**src/rtl/fc1_weight_feeder_if.sv**
```systemverilog
// Host-push / fcn-consumer bundle for the fc1 weight feeder.
interface fc1_weight_feeder_if #(
    parameter int unsigned NUM_PE       = 4,
    parameter int unsigned DEPTH        = 16,
    parameter int unsigned TOTAL_GROUPS = 330
);
    localparam int unsigned LW = $clog2(DEPTH) + 1;
    localparam int unsigned GW = $clog2(TOTAL_GROUPS);
    localparam int unsigned PW = NUM_PE * 8;

    logic          clear;
    logic          wr_en;
    logic [31:0]   wr_data;
    logic          full;
    logic [LW-1:0] level;
    logic          start;
    logic          next;
    logic [PW-1:0] w_out;
    logic          w_valid;
    logic [GW-1:0] group_idx;
    logic          last;
    logic          done;
    logic          overflow;
    logic          underrun;

    modport master (
        output clear, wr_en, wr_data, start, next,
        input  full, level, w_out, w_valid, group_idx, last, done, overflow, underrun
    );

    modport slave (
        input  clear, wr_en, wr_data, start, next,
        output full, level, w_out, w_valid, group_idx, last, done, overflow, underrun
    );
endinterface

```
**src/rtl/fc1_weight_feeder.sv**
```systemverilog
// Buffers host-pushed weight words in a circular FIFO and streams one group
// per consumer handshake to the fc1 PE lanes for a full inference.
module fc1_weight_feeder #(
    parameter int unsigned NUM_PE       = 4,
    parameter int unsigned DEPTH        = 16,
    parameter int unsigned TOTAL_GROUPS = 330
) (
    input  logic                 clk,
    input  logic                 rst,
    fc1_weight_feeder_if.slave   bus
);
    localparam int unsigned AW = $clog2(DEPTH);
    localparam int unsigned LW = AW + 1;
    localparam int unsigned GW = $clog2(TOTAL_GROUPS);
    localparam int unsigned PW = NUM_PE * 8;
    localparam logic [GW-1:0] IDX_LAST = GW'(TOTAL_GROUPS - 1);
    localparam logic [LW-1:0] LVL_FULL = LW'(DEPTH);

    localparam logic [1:0] S_IDLE = 2'd0;
    localparam logic [1:0] S_LOAD = 2'd1;
    localparam logic [1:0] S_HOLD = 2'd2;
    localparam logic [1:0] S_DONE = 2'd3;

    logic [31:0]   mem_q [DEPTH];
    logic [AW-1:0] wr_ptr_q, wr_ptr_d, rd_ptr_q, rd_ptr_d;
    logic [LW-1:0] level_q, level_d;
    logic          full_q, full_d;
    logic [1:0]    state_q, state_d;
    logic [PW-1:0] w_out_q, w_out_d;
    logic          w_valid_q, w_valid_d;
    logic [GW-1:0] group_idx_q, group_idx_d;
    logic          last_q, last_d;
    logic          done_q, done_d;
    logic          overflow_q, overflow_d;
    logic          underrun_q, underrun_d;
    logic          push, pop, empty;

    // Next-state: FSM decides pops on pre-write state, FIFO accounting follows.
    always_comb begin
        state_d     = state_q;
        w_out_d     = w_out_q;
        group_idx_d = group_idx_q;
        overflow_d  = overflow_q;
        underrun_d  = underrun_q;
        pop         = 1'b0;
        empty       = (level_q == '0);

        case (state_q)
            S_IDLE: begin
                if (bus.start) begin
                    group_idx_d = '0;
                    if (!empty) begin
                        pop     = 1'b1;
                        state_d = S_HOLD;
                    end else begin
                        state_d = S_LOAD;
                    end
                end
            end
            S_LOAD: begin
                if (!empty) begin
                    pop     = 1'b1;
                    state_d = S_HOLD;
                end
            end
            S_HOLD: begin
                if (bus.next) begin
                    if (group_idx_q == IDX_LAST) begin
                        state_d = S_DONE;
                    end else begin
                        group_idx_d = group_idx_q + GW'(1);
                        if (!empty) begin
                            pop = 1'b1;
                        end else begin
                            underrun_d = 1'b1;
                            state_d    = S_LOAD;
                        end
                    end
                end
            end
            S_DONE:  state_d = S_IDLE;
            default: state_d = S_IDLE;
        endcase

        if (pop) w_out_d = PW'(mem_q[rd_ptr_q]);

        push = bus.wr_en && (!full_q || pop);
        if (bus.wr_en && !push) overflow_d = 1'b1;

        // Flush overrides everything, including a coincident push.
        if (bus.clear) begin
            state_d     = S_IDLE;
            pop         = 1'b0;
            push        = 1'b0;
            w_out_d     = '0;
            group_idx_d = '0;
            overflow_d  = 1'b0;
            underrun_d  = 1'b0;
        end

        wr_ptr_d = bus.clear ? '0 : (push ? wr_ptr_q + AW'(1) : wr_ptr_q);
        rd_ptr_d = bus.clear ? '0 : (pop  ? rd_ptr_q + AW'(1) : rd_ptr_q);
        level_d  = bus.clear ? '0 : level_q + LW'(push) - LW'(pop);
        full_d   = (level_d == LVL_FULL);

        w_valid_d = (state_d == S_HOLD);
        last_d    = w_valid_d && (group_idx_d == IDX_LAST);
        done_d    = (state_d == S_DONE);
    end

    always_ff @(posedge clk or posedge rst) begin
        if (rst) begin
            state_q     <= S_IDLE;
            wr_ptr_q    <= '0;
            rd_ptr_q    <= '0;
            level_q     <= '0;
            full_q      <= 1'b0;
            w_out_q     <= '0;
            w_valid_q   <= 1'b0;
            group_idx_q <= '0;
            last_q      <= 1'b0;
            done_q      <= 1'b0;
            overflow_q  <= 1'b0;
            underrun_q  <= 1'b0;
        end else begin
            state_q     <= state_d;
            wr_ptr_q    <= wr_ptr_d;
            rd_ptr_q    <= rd_ptr_d;
            level_q     <= level_d;
            full_q      <= full_d;
            w_out_q     <= w_out_d;
            w_valid_q   <= w_valid_d;
            group_idx_q <= group_idx_d;
            last_q      <= last_d;
            done_q      <= done_d;
            overflow_q  <= overflow_d;
            underrun_q  <= underrun_d;
        end
    end

    // Storage needs no reset: level gates every read.
    always_ff @(posedge clk) begin
        if (push) mem_q[wr_ptr_q] <= bus.wr_data;
    end

    assign bus.full      = full_q;
    assign bus.level     = level_q;
    assign bus.w_out     = w_out_q;
    assign bus.w_valid   = w_valid_q;
    assign bus.group_idx = group_idx_q;
    assign bus.last      = last_q;
    assign bus.done      = done_q;
    assign bus.overflow  = overflow_q;
    assign bus.underrun  = underrun_q;
endmodule

```
**src/flat_wrapper.sv**
```systemverilog
// flat-port wrapper written by rule: the top's interface ports become plain ports
module fc1_weight_feeder_flat 
#(
    parameter int unsigned NUM_PE       = 4,
    parameter int unsigned DEPTH        = 16,
    parameter int unsigned TOTAL_GROUPS = 330
)
  (clk, rst, bus_clear, bus_wr_en, bus_wr_data, bus_start, bus_next, bus_full, bus_level, bus_w_out, bus_w_valid, bus_group_idx, bus_last, bus_done, bus_overflow, bus_underrun);
  fc1_weight_feeder_if #(.NUM_PE(NUM_PE), .DEPTH(DEPTH), .TOTAL_GROUPS(TOTAL_GROUPS)) bus_i ();
  input  logic clk;
  input  logic rst;
  input wire logic [$bits(bus_i.clear)-1:0] bus_clear;
  input wire logic [$bits(bus_i.wr_en)-1:0] bus_wr_en;
  input wire logic [$bits(bus_i.wr_data)-1:0] bus_wr_data;
  input wire logic [$bits(bus_i.start)-1:0] bus_start;
  input wire logic [$bits(bus_i.next)-1:0] bus_next;
  output wire logic [$bits(bus_i.full)-1:0] bus_full;
  output wire logic [$bits(bus_i.level)-1:0] bus_level;
  output wire logic [$bits(bus_i.w_out)-1:0] bus_w_out;
  output wire logic [$bits(bus_i.w_valid)-1:0] bus_w_valid;
  output wire logic [$bits(bus_i.group_idx)-1:0] bus_group_idx;
  output wire logic [$bits(bus_i.last)-1:0] bus_last;
  output wire logic [$bits(bus_i.done)-1:0] bus_done;
  output wire logic [$bits(bus_i.overflow)-1:0] bus_overflow;
  output wire logic [$bits(bus_i.underrun)-1:0] bus_underrun;
  assign bus_i.clear = bus_clear;
  assign bus_i.wr_en = bus_wr_en;
  assign bus_i.wr_data = bus_wr_data;
  assign bus_i.start = bus_start;
  assign bus_i.next = bus_next;
  assign bus_full = bus_i.full;
  assign bus_level = bus_i.level;
  assign bus_w_out = bus_i.w_out;
  assign bus_w_valid = bus_i.w_valid;
  assign bus_group_idx = bus_i.group_idx;
  assign bus_last = bus_i.last;
  assign bus_done = bus_i.done;
  assign bus_overflow = bus_i.overflow;
  assign bus_underrun = bus_i.underrun;
  fc1_weight_feeder #(.NUM_PE(NUM_PE), .DEPTH(DEPTH), .TOTAL_GROUPS(TOTAL_GROUPS)) u_core (.clk(clk), .rst(rst), .bus(bus_i));
endmodule
```
**config.mk**
```make
export PLATFORM = sky130hd
export DESIGN_NAME = fc1_weight_feeder_flat
export DESIGN_NICKNAME = d
export VERILOG_FILES = /design/src/rtl/fc1_weight_feeder_if.sv /design/src/rtl/fc1_weight_feeder.sv /design/src/flat_wrapper.sv
export SDC_FILE = /design/constraint.sdc
export NUM_CORES = 1
export LEC_CHECK = 0
export CAP_MARGIN = 20
export CELL_PAD_IN_SITES_DETAIL_PLACEMENT = 1
export CELL_PAD_IN_SITES_GLOBAL_PLACEMENT = 1
export CORE_UTILIZATION = 50
export CTS_CLUSTER_DIAMETER = 150
export DETAILED_ROUTE_END_ITERATION = 10
export GPL_ROUTABILITY_DRIVEN = 0
export GPL_TIMING_DRIVEN = 0
export PLACE_DENSITY_LB_ADDON = 0.08
export SLEW_MARGIN = 20
export SYNTH_ARGS = -nofsm -noshare
export SYNTH_HDL_FRONTEND = slang
export SYNTH_SLANG_ARGS = --single-unit
```
**constraint.sdc**
```tcl
create_clock -name clk -period 9.5 [get_ports clk]
set_input_delay 1.9 -clock clk [delete_from_list [all_inputs] [get_ports clk]]
set_output_delay 1.9 -clock clk [all_outputs]
set_load 0.02 [all_outputs]
```
After elaboration in Yosys (flattened, before gate mapping). Memories as Yosys holds them, arrays and structs flattened. Index checks and enable logic that the tools add are counted.

Register bits after elaboration: 62. Output and inout port bits: 52. Memories: 1. Input bits: 38. Logic and storage cells: 79. Memory bits (writable): 512.

Memory list: u_core.mem_q (depth 16, bits a word 32, read ports 1, clocked after memory_dff 0, write ports 1, RTL line fc1_weight_feeder.sv:24) `logic [31:0] mem_q [DEPTH];`.

Equality and inequality tests: 9. Reductions and logical operators: 16. Add/subtract/negate cells: 5. Mux-type cells: 36.

Operator list (number): two-way mux 32 bit (2); two-way mux 9 bit (4); == test 9 bit, second input constant (2); one-hot mux 9 bit (2 select lines) (1); two-way mux 4 bit (4); two-way mux 1 bit (15); two-way mux 2 bit (7); nonzero test 2 bit (7); adder 9 x 1 -> 9 bit, second input constant (1); adder 4 x 1 -> 4 bit, second input constant (2); == test 2 bit, second input constant (4); one-hot mux 2 bit (4 select lines) (1); adder 5 x 1 -> 5 bit (1); == test 5 bit, second input constant (1); logical NOT 5 bit (1); two-way mux 5 bit (1); subtractor 5 x 1 -> 5 bit (1); AND reduction 4 bit (1); logical AND 1 bit (3); one-hot mux 1 bit (3 select lines) (1); == test 2 x 1 -> 1 bit, second input constant (1); logical NOT 1 bit (2); logical NOT 2 bit (1); inequality test 2 bit, second input constant (1); logical OR 1 bit (1).

Longest topological paths before layout.
Depth after elaboration: 12. Gate-level depth with buffers: 18. Mapped depth without buffers: 17.

Worst setup path before layout. Ideal clock, no wire load.

Path type: input to register. Start point: input port bus_next. End point: memory u_core.mem_q[11][0], enable pin. Buffers on the path: 0. Slack: 4.803 ns. Stages on the path: 5. Required time: 9.079 ns. Setup time: 0.421 ns. Arrival: 4.276 ns. Cells stage by stage: nand3b_4 > a31oi_4 > o211ai_4 > or3b_4 > nor2_1.

Word-level cells in the longest chain between the ends: 7.

RTL lines: start: declaration (RTL line flat_wrapper.sv:16) `input wire logic [$bits(bus_i.next)-1:0] bus_next;`; two-way mux 1 bit (RTL line fc1_weight_feeder.sv:67) `if (bus.next) begin`; one-hot mux 1 bit (3 select lines) (RTL line fc1_weight_feeder.sv:48) `case (state_q)`; logical OR 1 bit (RTL line fc1_weight_feeder.sv:87) `push = bus.wr_en && (!full_q || pop);`; logical AND 1 bit (RTL line fc1_weight_feeder.sv:87); two-way mux 1 bit (RTL line fc1_weight_feeder.sv:91) `if (bus.clear) begin`; two-way mux 1 bit (RTL line fc1_weight_feeder.sv:143) `if (push) mem_q[wr_ptr_q] <= bus.wr_data;`; two-way mux 1 bit (implied by the code) (RTL line fc1_weight_feeder.sv:143); end: declaration (RTL line fc1_weight_feeder.sv:24).

Every way passes these cells.

Worst setup path in the final report.
Start point: input port bus_next. End point: register u_core.full_q (netlist: u_core.bus.full).

Word-level cells in the longest chain between the ends: 9. Elaborated cells on any way between the ends: 10. Classes of those cells: add/sub: 2; eq/ne: 1; mux: 5; reduce/logical: 2.

RTL lines: two-way mux 1 bit (*) (RTL line fc1_weight_feeder.sv:67); one-hot mux 1 bit (3 select lines) (*) (RTL line fc1_weight_feeder.sv:48); logical OR 1 bit (RTL line fc1_weight_feeder.sv:87); logical AND 1 bit (RTL line fc1_weight_feeder.sv:87); two-way mux 1 bit (RTL line fc1_weight_feeder.sv:91); adder 5 x 1 -> 5 bit (RTL line fc1_weight_feeder.sv:103) `level_d = bus.clear ? '0 : level_q + LW'(push) - LW'(pop);`; subtractor 5 x 1 -> 5 bit (*) (RTL line fc1_weight_feeder.sv:103); two-way mux 5 bit (*) (RTL line fc1_weight_feeder.sv:103); via u_core.level_d[2] (RTL line fc1_weight_feeder.sv:26) `logic [LW-1:0] level_q, level_d;`; == test 5 bit (*) (RTL line fc1_weight_feeder.sv:104) `full_d = (level_d == LVL_FULL);`; via u_core.full_d (RTL line fc1_weight_feeder.sv:27) `logic full_q, full_d;`; end signal: assignment (RTL line fc1_weight_feeder.sv:130) `full_q <= full_d;`; end: declaration (RTL line fc1_weight_feeder.sv:27).

The timed path passes the listed nets; every way through them passes the cells marked *. A chain may end at the register's enable or synchronous reset.

==> metrics.cfg <==
[sta]
fmax_ghz=0.196
skew_ps=15.8
rsz0062_at_grt=no
post-route-period-util_pct=53.7
setup_viol=0
slew_headroom_pct=24.1
tns_ps=0
hold_violations=0
max_slew.worst_pin.slew_ps=1140
whs_ps=505
maxSlewViolCount=0
period_needed_ps=5100

[detailed_routing]
final_antenna_net_count=0
drt_iter0_drc=1027
wl_per_cell_um=29.7
wl_um=56100
viasPerCell=6.02
num_vias=11356
dr.pass1.iters=5
drc=0

[cells_and_area]
postLayoutCoreUtil_pct=60.9
mostFrequentLayoutCells=edfxtp_1 (512), mux4_2 (128), clkdlybuf4s50_1 (89)
stdcell_count=1885
diodes=0
fin_nets=1294
area_delta_synth_final_pct=19.8
num-fill-cells=3691
layout-drive-gt1-share_pct=26.4
layout_commonest_cell=edfxtp_1

[power_and_ir_drop]
clock_power_share_pct=33.6
intPower_uw=5060
p_leak_uw=0.00880
powerDensity_nw_per_um2=262
power_frac_seq_pct=41.7
p_sw_share_pct=28.1
p_sw_uw=1980
power_frac_comb_pct=24.7
vdd_drop_max_mv=0.228
p_total_uw=7040

[worst_setup_path]
cp.required_ps=10010
cpMaxStageDelayCell=clkdlybuf4s50_1
reg2reg_from=u_core.bus.level[3]$_DFF_PP0_
crit_path_end_kind=flop
cp_slowest_stage_delay_ps=580
crit_path_start=bus_next
worstPathArrival_ps=5620
crit_chain=clkdlybuf4s50_1 > nand3b_4 > a31oi_4 > o21ai_4 > or2_4 > buf_6 > inv_1 > ha_1 > inv_1 > ha_1 > inv_1 > fa_1 > xor2_1 > nor2_1 > or3_1 > nor4_1
crit_type=input port to flop
crit_top_cell=inv_1
critical_path.max_fanout=10
setup.worst_path.start_class=input port

[synthesis]
synth-xor-area-share_pct=0.702
ys_ff_latch=574
ys_seq_area_share_pct=75.3
synth_fp_nets=1111
synth_compound_area_share_pct=5.03
synth_flop_cell=edfxtp_1
synthAdderAreaFrac_pct=0.813
synth-simple-area-share_pct=3.41
syn_area_um2=22500
ys.warnings.count=0
syn_avg_cell_area_um2=21.2
synthDistinctLibCells=56
synth_edf_count=512
synth_mux_area_share_pct=12.9
synth_top_family_by_area=multiplexers
async_flop_share_pct=10.8
syn_inst=1059

[flow_run]
maxCapViolations=0

[clock_tree]
h-tree-depth=2
cts_tree=built
postCtsSetupBuffers=0
clkLatencyLatePin_ps=620
path_clk_slew_ps=60
clkSinkCount=574
numCtsBuffers=59
hold_buffers=0
cts_resized=0
cts_root_buffer=clkbuf_16
clk_path_buf_depth=3

[floorplanning]
dieArea_um2=45800
ios=90
rows=77
die_x_um=214
die_h_um=214
initial_core_util_pct=50.8
core_area_um2=44200

[global_routing]
grt_max_degree=48
grt_pass1_wl_um=82500
grt_pass1_vias=12052
grt.overflow.total=0
antenna_found_initial=2
grt_usage_pct=25.1

[hold_path]
holdCritPathClass=flop to flop
hold_path_startpoint=u_core.bus.underrun$_DFFE_PP0P_

[outcome]
status=complete, no violations

[place]
post-place-cells=1773
dp.final_hpwl_um=36200
io_buffers=89

==> metal layers <==
| metal | track usage, % | wire, um |
|---|---|---|
| met4 | 6.81 | 1080 |
| met1 | 36.6 | 24700 |
| met3 | 4.04 | 3310 |
| met2 | 39.7 | 26900 |
| met5 | 0 | 25 |
==> Yosys cell counts, types with 3 or more instances <==
library cell    n  share of area (%)
and2_1          5               0.14
buf_2          11               0.25
nor3_2          4               0.18
o21ai_1        33               0.74
a22o_1         32                1.2
or3b_4          4               0.20
nand3b_1       32                1.1
o21ai_0         4              0.089
xor2_1          8               0.31
nor4_1          3              0.084
nor3_1          5               0.11
a221oi_2       31                2.1
dfrtp_1        62                6.9
mux4_2        128                 13
clkbuf_1       33               0.55
nor2_1         41               0.69
nand2_1         4              0.067
buf_6          12               0.60
ha_1           13               0.72
xnor2_1        10               0.39
nand3_1         3              0.067
buf_1           4              0.067
nor2b_1         4               0.11
edfxtp_1      512                 68
inv_1          17               0.28
a21oi_1         5               0.11
==> cell families (layout without fill, tap and decap cells) <==
family | count (synthesis) | after routing
compound gates | 123 | 123
xor+xnor | 18 | 18
fa+ha+maj | 14 | 14
buf+inv | 78 | 312
flops | 574 | 574
mux | 130 | 130
simple gates | 122 | 122
==> cell type report <==
type                            count  area (um2)  share of cell area, %
Inverter                           17        66.3                  0.246
Multi-Input combinational cell    407        5250                   19.5
Clock inverter                     38         430                   1.60
Sequential cell                   574       16900                   62.9
Tap cell                          592         741                   2.75
Timing Repair Buffer              122        1600                   5.96
Buffer                             61         338                   1.25
Clock buffer                       74        1560                   5.81
==> flip-flops by register name, indices dropped and copies added (netlist names), 2 cells and up <==
register              cells
u_core.rd_ptr_q           4
u_core.mem_q            512
u_core.bus.group_idx      9
u_core.wr_ptr_q           4
u_core.bus.w_out         32
u_core.bus.level          5
u_core.state_q            2
==> power groups by stage <==
stage          Combinational (uW)  Clock (uW)  Sequential [uW]
3_5_place_dp                 1750           0             2980
3_3_place_gp                 1710           0             2990
6_report                     1740        2370             2930
5_1_grt                      1860        2480             2940
2_1_floorplan                1080           0             3050
4_1_cts                      1770        2410             2930
==> critical path: cells and delay by family <==
kind            cells  cell delay (ps)
xor+xnor            1              190
compound gates      2              630
fa+ha+maj           3              840
simple gates        5             1090
buf+inv             5              950
==> path summary, 6_finish.rpt <==
check                           slack, ps  cells after the start                          endpoint
worst max-delay path                 4400                     16         u_core.bus.full$_DFF_PP0_
worst min-delay path                  500                      2   u_core.bus.underrun$_DFFE_PP0P_
worst max register to register       5420                     17         u_core.bus.full$_DFF_PP0_
worst min register to register        500                      2   u_core.bus.underrun$_DFFE_PP0P_
max in group asynchronous            7300                      3   u_core.bus.w_out[0]$_DFFE_PP0P_
min in group asynchronous            1610                      2  u_core.bus.w_out[14]$_DFFE_PP0P_
==> through the flow <==
stage          worst slack [ps]  instance area (um2)
2_1_floorplan              4800                22500
3_3_place_gp               1950                24100
3_5_place_dp               3790                24900
4_1_cts                    4420                26900
5_1_grt                    4220                26900
6_report                   4400                26900
Power figures use the tool's default switching activity.
